### src/rtl/msg_arb_pkg.sv
// ---------------------------------------------------------------------------
// msg_arb_pkg
// Shared definitions for the message arbiter and its helpers:
//   - FSM state encoding (IDLE, SEND, WAIT, GAP)
//   - default message width of the frame serializer payload
//   - serializer frame header constant
//   - timer_width(): width of a down-counter covering the frame and gap loads
// ---------------------------------------------------------------------------
package msg_arb_pkg;

  localparam logic [1:0] ST_IDLE = 2'd0;
  localparam logic [1:0] ST_SEND = 2'd1;
  localparam logic [1:0] ST_WAIT = 2'd2;
  localparam logic [1:0] ST_GAP  = 2'd3;

  localparam int MSG_W_DEF = 32'sd5;

  // Header the serializer prepends to every 5-bit message.
  localparam logic [3:0] FRAME_HEADER = 4'b0101;

  // Bits needed to hold max(frame_cycles, gap_cycles) without wrapping.
  function automatic int timer_width(input int frame_cycles, input int gap_cycles);
    int m;
    m = (frame_cycles > gap_cycles) ? frame_cycles : gap_cycles;
    return $clog2(m + 32'sd1);
  endfunction

endpackage

### src/rtl/message_arbiter_rr_picker.sv
// ---------------------------------------------------------------------------
// rr_picker
// Combinational round-robin picker. Searches req upward starting at ptr+1
// (mod N_REQ) and reports the first set index.
// Ports:
//   req  in  N_REQ  request vector
//   ptr  in  PTR_W  index of the most recently served requester
//   win  out PTR_W  selected requester (0 when no request is pending)
//   any  out 1      at least one request is pending
// ---------------------------------------------------------------------------
module rr_picker #(
  parameter int N_REQ = 4,
  parameter int PTR_W = (N_REQ > 1) ? $clog2(N_REQ) : 1
) (
  input  logic [N_REQ-1:0] req,
  input  logic [PTR_W-1:0] ptr,
  output logic [PTR_W-1:0] win,
  output logic             any
);

  // Scan from the farthest offset down to ptr+1 so the nearest hit wins last.
  always_comb begin
    win = '0;
    any = 1'b0;
    for (int off = N_REQ; off != 32'sd0; off--) begin
      int pos;
      pos = (int'(ptr) + off) % N_REQ;
      win = req[pos[PTR_W-1:0]] ? pos[PTR_W-1:0] : win;
      any = any | req[pos[PTR_W-1:0]];
    end
  end

endmodule

### src/rtl/message_arbiter.sv
// ---------------------------------------------------------------------------
// message_arbiter
// Round-robin arbiter/sequencer sharing one frame serializer among N_REQ
// requesters. Picks a pending requester, latches its message, pulses send,
// times the frame (FRAME_CYCLES) and the idle gap (GAP_CYCLES), and pulses
// ack to the winner on the last frame cycle.
// Ports:
//   clk      in  1            rising-edge clock
//   rst      in  1            asynchronous active-high reset
//   req      in  N_REQ        request levels, held until ack
//   msg_in   in  N_REQ*MSG_W  requester i message at [i*MSG_W +: MSG_W]
//   send     out 1            one-cycle serializer start
//   message  out MSG_W        latched message of the current owner
//   grant    out N_REQ        one-hot owner during SEND/WAIT
//   ack      out N_REQ        one-hot frame-complete pulse
//   busy     out 1            high whenever not IDLE
// ---------------------------------------------------------------------------
module message_arbiter
  import msg_arb_pkg::*;
#(
  parameter int N_REQ        = 4,
  parameter int MSG_W        = MSG_W_DEF,
  parameter int FRAME_CYCLES = 9216,
  parameter int GAP_CYCLES   = 1024
) (
  input  logic                     clk,
  input  logic                     rst,
  input  logic [N_REQ-1:0]         req,
  input  logic [N_REQ*MSG_W-1:0]   msg_in,
  output logic                     send,
  output logic [MSG_W-1:0]         message,
  output logic [N_REQ-1:0]         grant,
  output logic [N_REQ-1:0]         ack,
  output logic                     busy
);

  localparam int PTR_W   = (N_REQ > 1) ? $clog2(N_REQ) : 1;
  localparam int TIMER_W = timer_width(FRAME_CYCLES, GAP_CYCLES);
  localparam bit HAS_GAP = (GAP_CYCLES > 0);

  localparam logic [TIMER_W-1:0] FRAME_LOAD = TIMER_W'(FRAME_CYCLES - 1);
  localparam logic [TIMER_W-1:0] GAP_LOAD   = HAS_GAP ? TIMER_W'(GAP_CYCLES - 1) : '0;
  localparam logic [TIMER_W-1:0] TIMER_ONE  = TIMER_W'(1'b1);
  // Pointer starts at the last requester so requester 0 wins the first tie.
  localparam logic [PTR_W-1:0]   PTR_RESET  = PTR_W'(N_REQ - 1);

  logic [1:0]         state_q,   state_d;
  logic [PTR_W-1:0]   ptr_q,     ptr_d;
  logic [PTR_W-1:0]   win_q,     win_d;
  logic [TIMER_W-1:0] timer_q,   timer_d;
  logic [MSG_W-1:0]   message_q, message_d;

  logic [PTR_W-1:0]   pick_win;
  logic               pick_any;
  logic [MSG_W-1:0]   sel_msg;
  logic               frame_done;

  rr_picker #(
    .N_REQ (N_REQ),
    .PTR_W (PTR_W)
  ) u_picker (
    .req (req),
    .ptr (ptr_q),
    .win (pick_win),
    .any (pick_any)
  );

  // Select the message slice belonging to the picker's candidate.
  always_comb begin
    sel_msg = '0;
    for (int i = 0; i < N_REQ; i++) begin
      sel_msg = (pick_win == PTR_W'(i)) ? msg_in[i*MSG_W +: MSG_W] : sel_msg;
    end
  end

  assign frame_done = (state_q == ST_WAIT) && (timer_q == '0);

  // Next-state, timer, pointer and message latch logic.
  always_comb begin
    state_d   = state_q;
    ptr_d     = ptr_q;
    win_d     = win_q;
    timer_d   = timer_q;
    message_d = message_q;
    case (state_q)
      ST_IDLE: begin
        if (pick_any) begin
          win_d     = pick_win;
          message_d = sel_msg;
          state_d   = ST_SEND;
        end else begin
          state_d   = ST_IDLE;
        end
      end
      ST_SEND: begin
        timer_d = FRAME_LOAD;
        state_d = ST_WAIT;
      end
      ST_WAIT: begin
        if (timer_q == '0) begin
          // Pointer advances only once the frame actually completed.
          ptr_d = win_q;
          if (HAS_GAP) begin
            timer_d = GAP_LOAD;
            state_d = ST_GAP;
          end else begin
            timer_d = '0;
            state_d = ST_IDLE;
          end
        end else begin
          timer_d = timer_q - TIMER_ONE;
        end
      end
      ST_GAP: begin
        if (timer_q == '0) begin
          state_d = ST_IDLE;
        end else begin
          timer_d = timer_q - TIMER_ONE;
        end
      end
      default: begin
        state_d = ST_IDLE;
        timer_d = '0;
      end
    endcase
  end

  // State registers with asynchronous reset; an in-flight frame is dropped.
  always_ff @(posedge clk or posedge rst) begin
    if (rst) begin
      state_q   <= ST_IDLE;
      ptr_q     <= PTR_RESET;
      win_q     <= '0;
      timer_q   <= '0;
      message_q <= '0;
    end else begin
      state_q   <= state_d;
      ptr_q     <= ptr_d;
      win_q     <= win_d;
      timer_q   <= timer_d;
      message_q <= message_d;
    end
  end

  // One-hot grant/ack decode from the registered owner index.
  always_comb begin
    grant = '0;
    ack   = '0;
    for (int i = 0; i < N_REQ; i++) begin
      grant[i] = ((state_q == ST_SEND) || (state_q == ST_WAIT)) && (win_q == PTR_W'(i));
      ack[i]   = frame_done && (win_q == PTR_W'(i));
    end
  end

  assign send    = (state_q == ST_SEND);
  assign busy    = (state_q != ST_IDLE);
  assign message = message_q;

endmodule

### config.mk
export PLATFORM = sky130hd
export DESIGN_NAME = message_arbiter
export DESIGN_NICKNAME = d
export VERILOG_FILES = /design/src/rtl/msg_arb_pkg.sv /design/src/rtl/message_arbiter_rr_picker.sv /design/src/rtl/message_arbiter.sv
export SDC_FILE = /design/constraint.sdc
export NUM_CORES = 1
export LEC_CHECK = 0
export ABC_AREA = 0
export CAP_MARGIN = 20
export CORE_MARGIN = 3
export CORE_UTILIZATION = 40
export DETAILED_ROUTE_END_ITERATION = 8
export PLACE_DENSITY = 0.68
export SYNTH_ARGS = -nofsm -noshare
export SYNTH_HDL_FRONTEND = slang
export SYNTH_SLANG_ARGS = --single-unit
### constraint.sdc
create_clock -name clk -period 6.35 [get_ports clk]
set_input_delay 0.9525 -clock clk [delete_from_list [all_inputs] [get_ports clk]]
set_output_delay 0.9525 -clock clk [all_outputs]
set_load 0.03 [all_outputs]
==> impl_metrics.csv <==
group,metric,value,unit
run_status,status,"complete, no violations",
synth,synth.area.top_cells,"dfrtp_1, mux2i_1, ha_1, nand2_1, dfstp_2",
timing,slew_violations,0,
timing,setup_tns,0,ns
finish,fin_cells,254,
synth,synth_area,1540,um2
place,placedCellCount,249,
synth,synth.ff_latch_count,25,
routing,drtIter0Drc,72,
critical_path,crit_path_end_kind,"output pin",
critical_path,required,5.40,ns
place,dp_hpwl,2920,um
hold_path,hold_path.class,"reg -> reg",
routing,drcViolationCount,0,
synth,synth.distinct_cells,38,
finish,nFillCells,327,
hold_path,min_path_cells,2,
synth,avgSynthCellArea,9.30,um2
routing,maxUsedRoutingLayer,"met4",
floorplan,dieHeight,68.1,um
critical_path,cp-startpoint,"timer_q[7]$_DFFE_PP0P_",
finish,drive_above_1_share,10.1,%
critical_path,ff2ff_path_depth,7,
routing,vias,1415,
critical_path,r2r-start,"timer_q[0]$_DFFE_PP0P_",
clock_tree,cts_num_sinks,25,
synth,syn_inst,166,
critical_path,worstPathMaxFanout,9,
pwr,ir_drop,0.0000808,V
grt,grt_pass1_vias,1345,
timing,clock_skew,0.00536,ns
timing,period_share,66.5,%
synth,yosysTopAreaCellShare,37.3,%
grt,grt_pass1_wl,5980,um
clock_tree,cts_hold_buf,0,
synth,syn_nets,199,
floorplan,fp.dieW,68.1,um
finish,layout.nets,242,
place,port-buffer-count,40,
critical_path,start_kind,"flip-flop",
synth,yosys.area.top_type,"dfrtp_1",
grt,grt_overflow,0,
finish,final_util,58.1,%
finish,diodes,0,
routing,wl_met1,1710,um
timing,worst_slack,2.13,ns
clock_tree,cts_max_path_buffers,2,
finish,design_area,2050,um2
place,gp_congestion,0.821,
timing,hold_viol,0,
finish,area_growth,32.5,%
grt,grt_antenna_before_repair,0,
synth,synthArstFlopShare,100,%
routing,wl_met3,163,um
synth,seq_area_frac_synth,40.7,%
routing,drtPass1Iterations,4,
grt,grt_usage,16.5,%
place,dpl_worst_slack,2.43,ns
routing,drt.antenna.violating_nets,0,
floorplan,start_util,43.9,%
timing,grt_setup_unrepaired,"false",
timing,worstMarginPinSlew,0.943,ns
timing,report.final.setup_viol,0,
pwr,p_leak,0.840,nW
job,cap_violations,0,
clock_tree,cts_buffers,3,
synth,yosysWarnings,0,
critical_path,path_class,"reg -> out",
pwr,cellPowerDensity,139,nW/um2
floorplan,io_pins,41,
timing,post-route-min-period,4.22,ns
clock_tree,cts_max_level,1,
hold_path,min_from,"message[1]$_DFFE_PP0P_",
timing,slew_headroom,37.1,%
floorplan,rows,21,
clock_tree,post-cts-setup-buffer-count,0,
floorplan,dieArea,4640,um2
place,placed_area,1990,um2
routing,dr_wl_met2,1780,um
clock_tree,root_buffer,"clkbuf_8",
grt,grt_max_degree,26,
routing,vias_per_cell,5.57,
clock_tree,clk-insertion-delay-late,0.27,ns
synth,ys.flop_type,"dfrtp_1",
routing,routed_wl,3650,um
clock_tree,tritoncts,"yes",
synth,synth_edf_count,0,
routing,wl_per_cell,14.4,um
clock_tree,clk_pin_slew,0.09,ns
clock_tree,cts_resized,0,
timing,fmax,237,MHz
critical_path,cp.arrival,3.27,ns
floorplan,core_area,3520,um2
==> area by class of cell <==
cell class	count	area (um2)	area share [%]
flip-flops and latches	25	628	30.7
inverters	9	33.8	1.65
multi-input cells	129	870	42.5
repair buffers	41	408	19.9
clock inverters	1	7.51	0.367
well taps	46	57.6	2.81
clock buffers	3	41.3	2.02
==> routing by layer <==
| layer | track usage, % | up-vias |
|---|---|---|
| li1 | - | 691 |
| met1 | 22.5 | 694 |
| met2 | 28.0 | 28 |
| met3 | 1.97 | 2 |
| met4 | 3.23 | 0 |
| met5 | 0 | - |
==> sequential cells by signal, indices dropped and copies added (netlist names) <==
signal   cells
timer_q     14
state_q      2
win_q        2
ptr_q        2
message      5
==> where the power goes <==
part	switching [W]	leakage, nW	total (W)	internal, W
combinational	0.0000113	0.534	0.0000304	0.0000190
clock	0.0000505	0.0217	0.0000949	0.0000444
sequential	0	0.285	0.000159	0.000159
==> path summary, 6_finish.rpt <==
kind,slack (ns),end
worst min register to register,0.50,message[1]$_DFFE_PP0P_
worst max-delay path,2.13,ack[1]
worst max register to register,3.59,timer_q[5]$_DFFE_PP0P_
min in group asynchronous,1.19,win_q[0]$_DFFE_PP0P_
max in group asynchronous,4.58,message[2]$_DFFE_PP0P_
worst min-delay path,0.50,message[1]$_DFFE_PP0P_
==> Yosys cell counts (6+ instances only) <==
| master | number |
|---|---|
| dfrtp_1 | 23 |
| ha_1 | 7 |
| inv_1 | 9 |
| mux2i_1 | 10 |
| nand2_1 | 16 |
| nand3_1 | 7 |
| nor2_1 | 14 |
| nor3_1 | 8 |
| o211ai_1 | 6 |
| o21ai_0 | 10 |
| or3_1 | 7 |
==> cell families (layout without fill, tap and decap cells) <==
logic type                 Yosys count  after routing  synth area share, %
muxes                               11             11                 7.21
buffers and inverters               12             54                 3.48
adders and majority gates            7              7                 5.67
DFF                                 25             25                 40.7
and+or+nand+nor                     69             69                 23.3
AOI/OAI and AO/OA                   39             39                 17.9
xor gates and xnor gates             3              3                 1.70
==> cells in the final DEF (no fill, tap or decap), drive strengths merged, types with 2 or more instances in the layout <==
cell           count
or3b               2
a211oi             2
nor3               8
nand2             16
or2                4
dfstp              2
clkbuf             3
nor2b              5
mux2i             10
nor2              14
clkdlybuf4s50     40
o21ai             12
o221ai             5
a21oi              5
o211ai             6
o31ai              3
xnor2              2
dfrtp             23
or3                8
o41ai              2
nand3              7
inv                9
ha                 7
or4                3
==> stage by stage <==
step	power, W	hold WS (ns)
detailed placement	0.000193	0.477
floorplan	0.000174	0.481
finish	0.000284	0.497
CTS	0.000288	0.499
global route	0.000298	0.528
global placement	0.000192	0.474
==> critical path, stage by stage (launching register included) <==
cell	delay (ns)
dfrtp_1	0.40
or4_4	0.55
or3_1	0.50
nor3_1	0.46
nand2_1	0.22
nor3_1	0.17
clkdlybuf4s50_1	0.71
Note: power is estimated with default switching activity, not from simulation.
